<file path="src/rtl/signal_stats.sv">
// signal_stats: streaming frame statistics (average, minimum, maximum).
// Accumulates SAMPLES unsigned samples per frame, then runs a restoring
// divider (one quotient bit per cycle, SUM_W cycles) to produce the average.
// Optional build macro SIGNAL_STATS_ROUND_EN selects round-half-up averaging
// (dividend biased by SAMPLES/2); without it the average truncates.
module signal_stats #(
   parameter int unsigned DATA_W  = 12,
   parameter int unsigned SAMPLES = 80
) (
   input  logic              clk_i,
   input  logic              rst_ni,
   input  logic [DATA_W-1:0] in_data_i,
   input  logic              in_valid_i,
   output logic              in_ready_o,
   input  logic              clear_i,
   output logic [DATA_W-1:0] avg_o,
   output logic [DATA_W-1:0] min_o,
   output logic [DATA_W-1:0] max_o,
   output logic              out_valid_o,
   output logic              busy_o
);

   // SAMPLES * (2^DATA_W - 1) < 2^SUM_W, so the accumulator never wraps.
   localparam int unsigned SUM_W = DATA_W + $clog2(SAMPLES);
   localparam int unsigned CNT_W = $clog2(SAMPLES);
   localparam int unsigned BIT_W = $clog2(SUM_W);

   localparam logic [SUM_W-1:0] Divisor  = SUM_W'(SAMPLES);
   localparam logic [CNT_W-1:0] LastCnt  = CNT_W'(SAMPLES - 1);
   localparam logic [BIT_W-1:0] LastBit  = BIT_W'(SUM_W - 1);
`ifdef SIGNAL_STATS_ROUND_EN
   localparam logic [SUM_W-1:0] RoundAdd = SUM_W'(SAMPLES / 2);
`endif

   typedef enum logic [0:0] {
      StAcc,
      StDiv
   } state_e;

   state_e            state_q;
   logic [CNT_W-1:0]  cnt_q;
   logic [SUM_W-1:0]  sum_q;
   logic [DATA_W-1:0] cur_min_q;
   logic [DATA_W-1:0] cur_max_q;
   // quo_q starts as the dividend; dividend bits shift out of the top into
   // the remainder while quotient bits shift in at the bottom.
   logic [SUM_W-1:0]  quo_q;
   logic [SUM_W-1:0]  rem_q;
   logic [BIT_W-1:0]  bit_q;
   logic [DATA_W-1:0] avg_q;
   logic [DATA_W-1:0] min_q;
   logic [DATA_W-1:0] max_q;
   logic              out_valid_q;

   logic              first_smp;
   logic [SUM_W-1:0]  sum_d;
   logic [DATA_W-1:0] cur_min_d;
   logic [DATA_W-1:0] cur_max_d;
   logic [SUM_W-1:0]  dividend_d;
   logic [SUM_W:0]    rem_shift;
   logic              q_bit;
   logic [SUM_W-1:0]  rem_d;
   logic [SUM_W-1:0]  quo_d;

   // Accumulator and extreme-value next-state for the sample offered this cycle.
   always_comb begin
      first_smp = (cnt_q == '0);
      sum_d     = first_smp ? SUM_W'(in_data_i) : sum_q + SUM_W'(in_data_i);
      cur_min_d = (first_smp || (in_data_i < cur_min_q)) ? in_data_i : cur_min_q;
      cur_max_d = (first_smp || (in_data_i > cur_max_q)) ? in_data_i : cur_max_q;
`ifdef SIGNAL_STATS_ROUND_EN
      dividend_d = sum_d + RoundAdd;
`else
      dividend_d = sum_d;
`endif
   end

   // One restoring-division step: shift in the next dividend bit, subtract if it fits.
   always_comb begin
      rem_shift = {rem_q, quo_q[SUM_W-1]};
      q_bit     = (rem_shift >= {1'b0, Divisor});
      rem_d     = q_bit ? (rem_shift[SUM_W-1:0] - Divisor) : rem_shift[SUM_W-1:0];
      quo_d     = {quo_q[SUM_W-2:0], q_bit};
   end

   // Frame FSM, accumulator, divider and registered results.
   always_ff @(posedge clk_i) begin
      if (!rst_ni) begin
         state_q     <= StAcc;
         cnt_q       <= '0;
         sum_q       <= '0;
         cur_min_q   <= '0;
         cur_max_q   <= '0;
         quo_q       <= '0;
         rem_q       <= '0;
         bit_q       <= '0;
         avg_q       <= '0;
         min_q       <= '0;
         max_q       <= '0;
         out_valid_q <= 1'b0;
      end else begin
         out_valid_q <= 1'b0;
         case (state_q)
            StAcc: begin
               if (clear_i) begin
                  // Partial frame discarded; a sample offered now is dropped.
                  cnt_q <= '0;
               end else if (in_valid_i) begin
                  sum_q     <= sum_d;
                  cur_min_q <= cur_min_d;
                  cur_max_q <= cur_max_d;
                  if (cnt_q == LastCnt) begin
                     // cur_min_q/cur_max_q stay frozen while dividing.
                     quo_q   <= dividend_d;
                     rem_q   <= '0;
                     bit_q   <= LastBit;
                     cnt_q   <= '0;
                     state_q <= StDiv;
                  end else begin
                     cnt_q <= cnt_q + 1'b1;
                  end
               end
            end
            StDiv: begin
               if (clear_i) begin
                  state_q <= StAcc;
               end else begin
                  quo_q <= quo_d;
                  rem_q <= rem_d;
                  bit_q <= bit_q - 1'b1;
                  if (bit_q == '0) begin
                     // Upper quotient bits are always zero by the width rule.
                     avg_q       <= quo_d[DATA_W-1:0];
                     min_q       <= cur_min_q;
                     max_q       <= cur_max_q;
                     out_valid_q <= 1'b1;
                     state_q     <= StAcc;
                  end
               end
            end
            default: state_q <= StAcc;
         endcase
      end
   end

   assign in_ready_o  = (state_q == StAcc);
   assign busy_o      = (state_q == StDiv);
   assign avg_o       = avg_q;
   assign min_o       = min_q;
   assign max_o       = max_q;
   assign out_valid_o = out_valid_q;

`ifndef SYNTHESIS
   // A result pulse always coincides with the block being ready again.
   a_ov_ready : assert property (@(posedge clk_i) disable iff (!rst_ni)
      out_valid_q |-> (state_q == StAcc));
   // The divider never runs longer than SUM_W steps.
   a_bit_range : assert property (@(posedge clk_i) disable iff (!rst_ni)
      (state_q == StDiv) |-> (bit_q <= LastBit));
`endif

endmodule

</file>
<file path="config.mk">
export PLATFORM = sky130hd
export DESIGN_NAME = signal_stats
export DESIGN_NICKNAME = d
export VERILOG_FILES = /design/src/rtl/signal_stats.sv
export SDC_FILE = /design/constraint.sdc
export NUM_CORES = 1
export LEC_CHECK = 0
export ABC_AREA = 1
export BUFFER_PORTS_ARGS = -buffer_cell sky130_fd_sc_hd__buf_2
export CAP_MARGIN = 40
export CORE_UTILIZATION = 37
export DETAILED_ROUTE_END_ITERATION = 8
export MAX_ROUTING_LAYER = met4
export PLACE_DENSITY_LB_ADDON = 0.2
export SKIP_CTS_REPAIR_TIMING = 1
export SYNTH_ARGS = -nofsm -noshare
export SYNTH_HDL_FRONTEND = slang
export SYNTH_SLANG_ARGS = --single-unit
export TNS_END_PERCENT = 10
</file>
<file path="constraint.sdc">
create_clock -name clk_i -period 5.42 [get_ports clk_i]
set_input_delay 0.271 -clock clk_i [delete_from_list [all_inputs] [get_ports clk_i]]
set_output_delay 0.271 -clock clk_i [all_outputs]
set_load 0.05 [all_outputs]
</file>
==> Yosys cells after proc, flatten, opt, wreduce, memory -nomap -nowiden <==
Index checks and enable logic that the tools add are counted.
{ "totals": {"reg_bits": 131, "input_bits": 16, "output_inout_bits": 39} }
{ "classes": {"addsub": 4, "order_cmp": 3, "eq_ne": 5, "mux": 27, "bitwise_logic": 3, "n_reduce_logical": 12} }
{ "ops": {"columns": ["cell", "n"], "rows": [
  ["2-to-1 mux 19 bit", 10],
  ["case mux 19 bit (2 select lines)", 2],
  ["2-to-1 mux 7 bit", 3],
  ["greater-or-equal comparator 20 x 7 -> 1 bit (second input constant)", 1],
  ["2-to-1 mux 5 bit", 4],
  ["adder 19 x 12 -> 19 bit", 1],
  ["subtractor 19 x 7 -> 19 bit (second input constant)", 1],
  ["> comparator 12 bit", 1],
  ["less-than comparator 12 bit", 1],
  ["AND reduction 4 bit", 3],
  ["case mux 5 bit (2 select lines)", 1],
  ["adder 7 x 1 -> 7 bit (second input constant)", 1],
  ["equality test 7 bit (second input constant)", 1],
  ["zero test 7 bit", 1],
  ["2-to-1 mux 1 bit", 6],
  ["inequality test 2 bit (second input constant)", 3],
  ["AND reduction 3 bit", 2],
  ["zero test 5 bit", 1],
  ["subtractor 5 x 1 -> 5 bit (second input constant)", 1],
  ["NOT 1 bit", 3],
  ["OR reduction 3 bit", 1],
  ["logical OR 1 bit", 2],
  ["inequality test 2 x 1 -> 1 bit (second input constant)", 1],
  ["case mux 1 bit (2 select lines)", 1],
  ["other kinds (2)", 2]
]} }

==> Depth between registers and ports, before layout <==
{ "logic_depth": {"depth_word": 6, "mapped_depth": 15, "ltp_nobuf": 15} }

==> Worst setup path before layout <==
Ideal clock, no wire load.
{ "synth_timing": {"path_kind": "flip-flop to flip-flop", "start": "register state_q (netlist: busy_o)", "end": "register avg_q[0] (netlist: avg_o[0])", "arrival_ns": 1.793, "path_slack_ns": 3.507, "stages_incl_launch_ff": 8, "path_buffers": 2, "period_less_slack_ns": 1.913, "cell_sequence": "dfxtp_1 -> inv_2 -> nor2_4 -> inv_2 -> nor2_4 -> buf_2 -> buf_4 -> a21oi_1"} }
{ "synth_via": {"elab_chain_len": 1} }
{ "synth_lines": {"columns": ["item", "line_no", "text"], "rows": [
  ["from (decl)", "40", "state_e state_q;"],
  ["from (signal assigned)", "89", "state_q <= StAcc;"],
  ["from (signal assigned)", "118", "state_q <= StDiv;"],
  ["from (signal assigned)", "126", "state_q <= StAcc;"],
  ["AND reduction 3 bit (no line)", null, null],
  ["to (signal assigned)", "133", "avg_q <= quo_d[DATA_W-1:0];"],
  ["to (decl)", "50", "logic [DATA_W-1:0] avg_q;"]
]} }
No other way between the ends.
A chain may end at the register's enable or synchronous reset.

==> Worst setup path in the final report <==
{ "layout_timing": {"start": "register cnt_q[0]", "end": "register quo_q[11]"} }
{ "layout_via": {"elab_chain_len": 6, "word_cells_on_any_way": 9, "classes_between": "eq/ne: 2; mux: 5; reduce/logical: 2"} }
{ "layout_lines": {"columns": ["item", "line_no", "text"], "rows": [
  ["from (decl)", "41", "logic [CNT_W-1:0] cnt_q;"],
  ["from (signal assigned)", "120", "cnt_q <= cnt_q + 1'b1;"],
  ["zero test 7 bit", "67", "first_smp = (cnt_q == '0);"],
  ["2-to-1 mux 19 bit", "68", "sum_d = first_smp ? SUM_W'(in_data_i) : sum_q + SUM_W'(in_data_i);"],
  ["2-to-1 mux 19 bit", "112", "if (cnt_q == LastCnt) begin"],
  ["2-to-1 mux 19 bit", "108", "end else if (in_valid_i) begin"],
  ["2-to-1 mux 19 bit", "105", "if (clear_i) begin"],
  ["case mux 19 bit (2 select lines)", "103", "case (state_q)"],
  ["to (signal assigned)", "114", "quo_q <= dividend_d;"],
  ["to (signal assigned)", "128", "quo_q <= quo_d;"],
  ["to (decl)", "47", "logic [SUM_W-1:0] quo_q;"]
]} }
Parallel ways exist; a longest one is shown, timed or not. The select of a mux whose other input is x is not followed.

==> results.md <==
* Initial antenna violation count at 0
* HP Start: in_data_i[9]
* Max_slew headroom at 40.97%
* Chip height at 141.5 microns
* Clock latency on the worst-skew pair at around 430 ps
* Adder-cell share of the synthesized area at 7.402%
* Post-Syn Area per Cell at approximately 7.0 sq um
* Synth Flop Type: dfxtp_1
* Most frequent cell after synthesis: nand2_1
* Int Pwr at 1.795 mW
* Largest family of logic cells by synthesized area: simple AND/OR/NAND/NOR gates
* DRC at 0
* Unrepaired setup endpoints after global routing: false
* Skew final at ~10 ps
* Fillers at 1982
* Share of total power in the clock network at roughly half
* Syn Std Cell Area at 7201 sq um
* Xor and xnor fraction of the mapped netlist area at under 10%
* Total power at 2.423 mW
* Vias in the first global route at about 5700
* Pwr/cell area at between 200 and 300 nW/um^2
* Psw at 0.6275 mW
* GPL Wtd Cong at 0.8453
* Port Buffer Count at 54
* Worst hold path class: input pin to flip-flop
* Total CTS buffers at 17
* Width of the die at 141.5 microns
* Tcrit/Tclk final at 41.32%
* Post-synth top area share at 36.42%
* R2R Path End: quo_q[11]
* First-pass GRT wire length at 30210 microns
* Synthesized instance count at approximately 1000
* Synth-to-Final Area Change at 13.69%
* Power share of the sequential group at a little over 40%
* DP HPWL at 12890 microns
* Initial Util at about two fifths
* Vias after detailed routing at roughly 6500
* Largest net degree at the start of global routing at 89
* Min Tclk post-route at 2240 ps
* # clock sinks at roughly 130
* Status: complete, no violations
* Net Sw Frac at 25.90%
* Die area at roughly 20000 sq um
* Top cells by area, synth: dfxtp_1, nand2_1, a21oi_1
* Setup TNS at 0 ps
* Root Driver: clkbuf_16
* Iter 0 DRT Violations at 416
* Avg WL per Cell at 13.76 microns
* Drt first pass iters at 5
* Worst VDD drop at 0.0002010 V
* R2R setup slack at 3180 ps
* EDFF count, synth at 0
* Post-Route WL at 18420 microns
* Worst endpoint data arrival time at approximately 2600 ps
* Largest area contributor in the netlist: dfxtp_1
* Post-synthesis mux area share at 0%
* Worst-case reg-to-reg path depth at 8
* Hold path cells at 5
* Comb pwr share at between 10% and 20%
* CTS tree: yes
* Reg-to-Reg Start: cnt_q[0]
* Core Area at around 19000 sq um
* Seq/Total Area, Yosys at 36.42%
* Post-DRT Antenna Nets at 0
* P_leak at 3.637 nW
* H-tree Lvls at 4
* Post-DR vias/cell at 4.849
* Tot GR Track Use at 19.83%
* Max-slew violation count at 0
* Crit-path max FO at 25
* IO Pins at 55
* Final hold violations at 0
* Synth cell types at 47
* Top post-synthesis cells by count: nand2_1, inv_1, dfxtp_1
* #FFs+latches synth at 131
* Crit Path Class: flip-flop to flip-flop
* CP Capture Type: flip-flop
* Worst-path clk slew at 60 ps
* Fmax at around 450 MHz
* Final setup viols at 0
* Syn Nets at 1090
* Total grt overflow at 0
* Required time worst endpoint at 5780 ps
* Post-Synth Simple-Gate Area at 25.42%
* Nets at 1123
* CP Launch Type: flip-flop
* Ant. Diodes at 0
* Max clock buf depth at 2
* FFs w/ async S/R, synth at 0%
* Ys Warns at 0
* FP Rows at 50
* Worst-Margin Slew at 885.4 ps
* Max-cap violation count at 0
* Synth Area in Compound Gates at 18.14%
* Layout cells sized above 1 at 10.95%
* Worst-case hold path end point: cur_min_q[9]
## worst max-delay path, stage by stage (launching register included)
cell,delay (ps)
dfxtp_1,340
ha_1,260
nand3_4,150
nor2_4,60
a21oi_4,560
inv_2,350
o22ai_1,220
inv_1,90
a21oi_2,130
## worst max path at each step
stage / from / end / slack (ps) / cells after the start
floorplan: busy_o / avg_o[0] / 3510 / 7
global placement: clear_i / avg_o[7] / 2570 / 8
detailed placement: cnt_q[0] / quo_q[10] / 3160 / 8
CTS: cnt_q[0] / quo_q[10] / 3160 / 8
global route: cnt_q[0] / quo_q[6] / 2940 / 8
finish: cnt_q[0] / quo_q[11] / 3180 / 8
## state kept, by name (all words and copies together) (netlist names)
name	flops
avg_o	12
out_valid_o	1
bit_q	5
cur_min_q	12
rem_q	19
min_o	12
cnt_q	7
max_o	12
sum_q	19
busy_o	1
cur_max_q	12
quo_q	19
## layout by cell type, fill, tap and decap left out, types with 7 or more instances in the layout
| master | count |
|---|---|
| xnor2_1 | 7 |
| inv_1 | 138 |
| o21bai_1 | 8 |
| ha_1 | 41 |
| o21ai_1 | 14 |
| nand2_1 | 203 |
| inv_2 | 10 |
| o21ai_0 | 64 |
| clkbuf_16 | 17 |
| a21oi_1 | 114 |
| buf_2 | 54 |
| o22ai_1 | 15 |
| nand3_1 | 88 |
| nand4_1 | 13 |
| dfxtp_1 | 131 |
| nor2_1 | 83 |
| nor3_1 | 8 |
## power groups by stage
stage                     sequential (mW)  combinational [mW]  clock [mW]
after floorplan                      1.02               0.190           0
after global placement               1.02               0.248           0
after detailed placement             1.02               0.250           0
after CTS                            1.00               0.251        1.20
after global routing                 1.00               0.288        1.24
final                                1.00               0.250        1.17
## cell type report
| cell class | instances | area [sq um] | area share, % |
|---|---|---|---|
| Clock buffer | 20 | 436.7 | 5.334 |
| Tap cell | 260 | 325.3 | 3.974 |
| Multi-Input combinational cell | 707 | 3766 | 46.00 |
| Sequential cell | 131 | 2623 | 32.03 |
| Inverter | 149 | 559.3 | 6.832 |
| Timing Repair Buffer | 59 | 320.3 | 3.913 |
| Clock inverter | 12 | 156.4 | 1.910 |
## per-layer routing
metal | routed length (microns) | global-route usage [%] | share of wire (%) | vias up
met5 | 0 | - | 0 | -
met4 | 99 | 5.263 | 0.54 | 0
met3 | 676 | 3.915 | 3.7 | 10
met2 | 8231 | 30.09 | 45 | 104
met1 | 9408 | 26.85 | 51 | 2926
li1 | - | - | - | 3448
## kinds of logic (layout without fill, tap and decap cells)
group | after synthesis | after routing
AOI/OAI and AO/OA | 238 | 238
DFF | 131 | 131
adders and majority gates | 42 | 42
buffers and inverters | 194 | 240
xor gates and xnor gates | 11 | 11
and+or+nand+nor | 416 | 416
## per-stage QoR
stage | hold slack [ps] | std cells | utilization, % | setup WS [ps] | area, sq um
floorplan | 438.2 | 1032 | - | 3507 | 7201
global placement | 460.0 | 1305 | 40.09 | 2566 | 7574
detailed placement | 465.7 | 1306 | 40.19 | 3163 | 7594
CTS | 258.9 | 1338 | 43.33 | 3164 | 8187
global route | 301.7 | 1338 | 43.33 | 2943 | 8187
finish | 272.4 | 1338 | 43.33 | 3181 | 8187
No activity file was read; power rests on OpenSTA's default activity.
